==> config.mk <==
export PLATFORM = sky130hd
export DESIGN_NAME = scratchpad_mm2s_stream
export DESIGN_NICKNAME = d
export VERILOG_FILES = /design/src/rtl/scratchpad_mm2s_stream.sv
export SDC_FILE = /design/constraint.sdc
export NUM_CORES = 1
export LEC_CHECK = 0
export ABC_CLOCK_PERIOD_IN_PS = 6800
export BUFFER_PORTS_ARGS = -buffer_cell sky130_fd_sc_hd__buf_2
export CAP_MARGIN = 20
export CORE_MARGIN = 3
export CORE_UTILIZATION = 55
export DETAILED_ROUTE_END_ITERATION = 6
export PLACE_DENSITY = 0.75
export SLEW_MARGIN = 20
export SYNTH_ARGS = -nofsm -noshare
export SYNTH_HDL_FRONTEND = slang
export SYNTH_SLANG_ARGS = --single-unit
==> constraint.sdc <==
create_clock -name clk -period 6.8 [get_ports clk]
set_input_delay 0.34 -clock clk [delete_from_list [all_inputs] [get_ports clk]]
set_output_delay 0.34 -clock clk [all_outputs]
set_load 0.01 [all_outputs]
==> src/rtl/scratchpad_mm2s_stream.sv <==
// Read-side DMA sequencer: issues scratchpad word reads, absorbs the fixed read
// latency and streams the returned words out over AXI-Stream with tlast.
module scratchpad_mm2s_stream #(
  parameter int DATA_WIDTH = 32,
  parameter int PTR_WIDTH  = 16,
  parameter int RD_LATENCY = 2,
  parameter int FIFO_DEPTH = 4
) (
  input  logic                  clk,
  input  logic                  rst,
  input  logic                  start,
  input  logic [PTR_WIDTH-1:0]  length,
  output logic                  busy,
  output logic                  done,
  output logic                  dma_rd_en,
  output logic [PTR_WIDTH-1:0]  dma_read_pointer,
  input  logic [DATA_WIDTH-1:0] dma_rd_data,
  output logic [DATA_WIDTH-1:0] m_axis_tdata,
  output logic                  m_axis_tvalid,
  input  logic                  m_axis_tready,
  output logic                  m_axis_tlast
);

  localparam int AW = $clog2(FIFO_DEPTH);
  localparam int CW = AW + 2;

  typedef enum logic [1:0] {IDLE, ISSUE, DRAIN} state_t;

  state_t                state;
  logic [PTR_WIDTH-1:0]  len_q;
  logic [PTR_WIDTH-1:0]  issue_cnt;
  logic [PTR_WIDTH-1:0]  beat_cnt;
  logic [RD_LATENCY-1:0] pipe_vld;
  logic [RD_LATENCY-1:0] pipe_last;
  logic [DATA_WIDTH-1:0] fifo_data [FIFO_DEPTH];
  logic [FIFO_DEPTH-1:0] fifo_last;
  logic [AW-1:0]         wr_ptr;
  logic [AW-1:0]         rd_ptr;
  logic [CW-1:0]         fifo_count;
  logic [CW-1:0]         in_flight;
  logic                  credit;
  logic                  issue_last;
  logic                  push;
  logic                  pop;
  logic                  final_beat;

  always_comb begin
    in_flight = '0;
    for (int unsigned i = 0; i < RD_LATENCY; i++) begin
      in_flight = in_flight + CW'(pipe_vld[i]);
    end
  end

  // Credit counts every word either in the read pipeline or buffered, so a
  // granted read always has a FIFO slot waiting when its data returns.
  assign credit           = (in_flight + fifo_count) < CW'(FIFO_DEPTH);
  assign dma_rd_en        = (state == ISSUE) && credit;
  assign dma_read_pointer = issue_cnt;
  assign issue_last       = dma_rd_en && (issue_cnt == len_q - PTR_WIDTH'(1));

  assign push          = pipe_vld[RD_LATENCY-1];
  assign m_axis_tvalid = (fifo_count != '0);
  assign m_axis_tdata  = fifo_data[rd_ptr];
  assign m_axis_tlast  = m_axis_tvalid && fifo_last[rd_ptr];
  assign pop           = m_axis_tvalid && m_axis_tready;
  assign final_beat    = pop && (state == DRAIN) && (beat_cnt == len_q - PTR_WIDTH'(1));

  always_ff @(posedge clk) begin
    if (rst) begin
      state      <= IDLE;
      busy       <= 1'b0;
      done       <= 1'b0;
      len_q      <= '0;
      issue_cnt  <= '0;
      beat_cnt   <= '0;
      pipe_vld   <= '0;
      pipe_last  <= '0;
      wr_ptr     <= '0;
      rd_ptr     <= '0;
      fifo_count <= '0;
      fifo_last  <= '0;
      for (int unsigned i = 0; i < FIFO_DEPTH; i++) begin
        fifo_data[i] <= '0;
      end
    end else begin
      done <= 1'b0;
      case (state)
        IDLE: begin
          if (start) begin
            if (length != '0) begin
              len_q     <= length;
              issue_cnt <= '0;
              beat_cnt  <= '0;
              state     <= ISSUE;
              busy      <= 1'b1;
            end else begin
              done <= 1'b1;
            end
          end
        end
        ISSUE: begin
          if (dma_rd_en) begin
            issue_cnt <= issue_cnt + PTR_WIDTH'(1);
            if (issue_last) begin
              state <= DRAIN;
            end
          end
        end
        DRAIN: begin
          if (final_beat) begin
            state <= IDLE;
            busy  <= 1'b0;
            done  <= 1'b1;
          end
        end
        default: state <= IDLE;
      endcase

      if (pop) begin
        beat_cnt <= beat_cnt + PTR_WIDTH'(1);
        rd_ptr   <= rd_ptr + AW'(1);
      end

      pipe_vld[0]  <= dma_rd_en;
      pipe_last[0] <= issue_last;
      for (int unsigned i = 1; i < RD_LATENCY; i++) begin
        pipe_vld[i]  <= pipe_vld[i-1];
        pipe_last[i] <= pipe_last[i-1];
      end

      if (push) begin
        fifo_data[wr_ptr] <= dma_rd_data;
        fifo_last[wr_ptr] <= pipe_last[RD_LATENCY-1];
        wr_ptr            <= wr_ptr + AW'(1);
      end

      fifo_count <= fifo_count + CW'(push) - CW'(pop);

      if (push && !pop) begin
        assert (fifo_count != CW'(FIFO_DEPTH));
      end
    end
  end

endmodule
==> results_dict.tcl <==
set metrics [dict create \
    outcome "finished clean" \
    dpl.hpwl_um 13700 \
    nFillCells 1274 \
    finalCritPeriodShare 0.460 \
    fin_crit_ps 3130 \
    io_pins 105 \
    power_switching_mw 0.907 \
    endpoint_kind "flop" \
    portBuffers 104 \
    synth-seq-cells 198 \
    peakVddDrop_uv 212 \
    cap_violations 0 \
    timing.fmax_ghz 0.319 \
    yosysUniqueCellTypes 63 \
    synth_async_sr_flop_share 0 \
    cts_setup_buffers 0 \
    rsz0062_at_grt "no" \
    synth_area_um2 9630 \
    drc 0 \
    path_clk_slew_ps 80 \
    core_um2 16900 \
    dieHeight_um 138 \
    rows 47 \
    synth_nets 895 \
    power.internal_mw 2.18 \
    cp.arrival_ps 3440 \
    hold_buffers 0 \
    slowest_delay_ps 460 \
    num_antenna_cells 0 \
    num_vias 6531 \
    detail-route-antenna-nets 0 \
    root_buffer "clkbuf_16" \
    postRouteWirelength_um 20800 \
    htreeDepth 4 \
    seqPwrFrac 0.460 \
    finalSetupTns_ps 0 \
    cts.path.max_buffers 2 \
    crit_fanout 21 \
    worst_pin_slew_ps 994 \
    synth_top_flop_cell "edfxtp_1" \
    cpMostUsedCell "inv_1" \
    dieArea_um2 19100 \
    crit_type "reg -> reg" \
    hold_violations 0 \
    ctsResizeCount 0 \
    min_path_type "in -> reg" \
    cts_tree "yes" \
    p_per_area_nw_per_um2 284 \
    avgSynthCellArea_um2 11.6 \
    crit_path_start_kind "flop" \
    crit_path_cell_trace "inv_1 > ha_1 > or3b_2 > nand2_1 > inv_1 > ha_1 > inv_1 > ha_1 > inv_1 > fa_1 > xor2_1 > nor2_1" \
    power.leakage_nw 4.15 \
    antenna_found_initial 0 \
    start_util 0.570 \
    grt_pass1_vias 6384 \
    cts_inserted_buffers 17 \
    gr-total-overflow 0 \
    slowest_stage "or3b_2" \
    place_ws_ps 3690 \
    fin_skew_ps 10.0 \
    via_per_inst 5.70 \
    p_comb_frac 0.217 \
    p_sw_frac 0.294 \
    area_growth_syn_to_layout_pct 12.8 \
    finalNetCount 979 \
    crit_family "adder cells" \
    grtUsageTotal 0.219 \
    pwr-share-clk 0.323 \
    drtIter0Drc 429 \
    dr.pass1.iters 4 \
    syn_inst 828 \
    setup_ws_ps 3670 \
    wire_per_inst_um 18.1 \
    relSlewSlack 0.338 \
    yosysSeqAreaShare 0.545 \
    fp.dieW_um 138 \
    ys.warnings.count 0 \
    setup_viol 0 \
    drive_above_1_share 0.224 \
    crit_required_ps 7110 \
    synth_edf_count 128 \
    crit_buf_inv 4 \
    grt_pass1_wl_um 33600 \
    cts_sinks 198 \
    grt_start_max_net_pins 39 \
    routabilityCongestion 0.865 \
    drv_slew 0 \
    worstSkewPairLatency_ps 440 \
]
-- state kept, by name, summed over array words and instances (netlist names), named ones only --
| signal | cells |
|---|---|
| len_q | 16 |
| fifo_data | 128 |
| pipe_last | 2 |
| state | 2 |
| fifo_last | 4 |
| busy | 1 |
| pipe_vld | 2 |
| beat_cnt | 16 |
| dma_read_pointer | 16 |
| wr_ptr | 2 |
| done | 1 |
| rd_ptr | 2 |
| fifo_count | 4 |
-- final cells by class --
type	count	area [um^2]	area share
Sequential cell	198	5250	0.483
Multi-Input combinational cell	564	4090	0.377
Timing Repair Buffer	112	581	0.0535
Clock buffer	17	425	0.0392
Tap cell	220	275	0.0254
Clock inverter	15	163	0.0150
Inverter	19	71.3	0.00657
-- synthesized netlist by cell type, types with 2 or more instances --
master / number / area share
nor4b_1: 2 / 0.0018
nor2b_1: 7 / 0.0045
a31oi_1: 6 / 0.0039
and4_1: 3 / 0.0027
dfxtp_1: 70 / 0.15
or3_1: 5 / 0.0032
nor3_1: 12 / 0.0062
a311o_1: 2 / 0.0021
nand4_1: 8 / 0.0052
clkbuf_8: 3 / 0.0043
or4_1: 3 / 0.0023
o21ai_1: 2 / 0.0010
nand4b_1: 4 / 0.0036
mux4_2: 33 / 0.077
a311oi_1: 2 / 0.0018
nor3b_1: 2 / 0.0016
and2_1: 131 / 0.085
buf_1: 6 / 0.0023
and3_1: 5 / 0.0032
clkbuf_1: 33 / 0.013
buf_6: 4 / 0.0047
inv_1: 19 / 0.0074
nor3_2: 2 / 0.0021
edfxtp_1: 128 / 0.40
or2_2: 6 / 0.0039
a21oi_1: 44 / 0.023
or4_4: 2 / 0.0023
nand2b_1: 3 / 0.0019
xnor2_1: 37 / 0.034
nor2_1: 53 / 0.021
nand2_1: 72 / 0.028
nand3_1: 21 / 0.011
o21ai_0: 10 / 0.0052
nor4_1: 14 / 0.0091
or4b_2: 2 / 0.0021
a211oi_1: 2 / 0.0016
ha_1: 14 / 0.018
nor3b_2: 2 / 0.0026
xor2_1: 21 / 0.019
o211ai_1: 6 / 0.0047
mux2i_1: 5 / 0.0052
-- power groups by stage --
stage	Sequential [mW]	Combinational (mW)	Clock, mW
finish	1.42	0.670	0.998
global route	1.43	0.742	1.06
CTS	1.42	0.677	1.01
detailed placement	1.45	0.674	0
global placement	1.44	0.666	0
floorplan	1.40	0.518	0
-- cells in the final DEF, fill, tap and decap left out, types with 4 or more instances in the layout --
cell	netlist	routed
buf_4	1	8
inv_1	19	19
nand4b_1	4	4
nor2b_1	7	6
inv_6	0	4
mux4_2	33	33
clkinv_4	0	4
a31oi_1	6	6
edfxtp_1	128	128
xor2_1	21	21
and3_1	5	5
clkbuf_16	0	17
nand2_1	72	72
dfxtp_1	70	69
ha_1	14	14
or3_1	5	5
nor3_2	2	6
nor4_1	14	14
mux2i_1	5	5
and2_1	131	131
o21ai_0	10	10
nand4_1	8	8
nand3_1	21	21
o211ai_1	6	6
nor3_1	12	8
nor2_1	53	53
or2_2	6	6
buf_2	0	104
xnor2_1	37	37
a21oi_1	44	44
-- per-layer routing --
layer	global-route usage	routed length (um)
met4	0.0577	263
met5	0	0
met3	0.0490	1010
met1	0.296	9260
met2	0.363	10200
-- metrics by stage --
step	hold slack (ps)	area, um^2	instances	power (mW)	util
floorplan	414	9630	828	1.92	-
global placement	446	10300	1113	2.11	0.608
detailed placement	448	10300	1113	2.12	0.608
CTS	134	10900	1145	3.11	0.643
global route	135	10900	1145	3.24	0.643
finish	148	10900	1145	3.09	0.643
-- worst register-to-register path, stage by stage, from the launching register on --
cell,delay (ps)
dfxtp_1,350
inv_1,90
ha_1,140
or3b_2,460
nand2_1,450
inv_1,340
ha_1,350
inv_1,50
ha_1,150
inv_1,60
fa_1,370
xor2_1,140
nor2_1,50
-- cell families after synthesis --
kind of cell,after synthesis,share of synthesized area
AO/OA/AOI/OAI,85,0.0534
XOR/XNOR,59,0.0552
adder cells (fa/ha/maj),15,0.0203
buffers and inverters,66,0.0324
flip-flops,198,0.545
multiplexers,39,0.0836
AND/OR/NAND/NOR,366,0.210
-- worst paths after layout --
kind                            slack [ps]  depth (start not counted)           from       endpoint
worst max-delay path                  3670                         12  fifo_count[2]  fifo_count[2]
worst min register to register         450                          2   fifo_last[3]   fifo_last[3]
worst min-delay path                   150                          3      length[5]       len_q[5]
worst max register to register        3670                         12  fifo_count[2]  fifo_count[2]
Power figures use the tool's default switching activity.
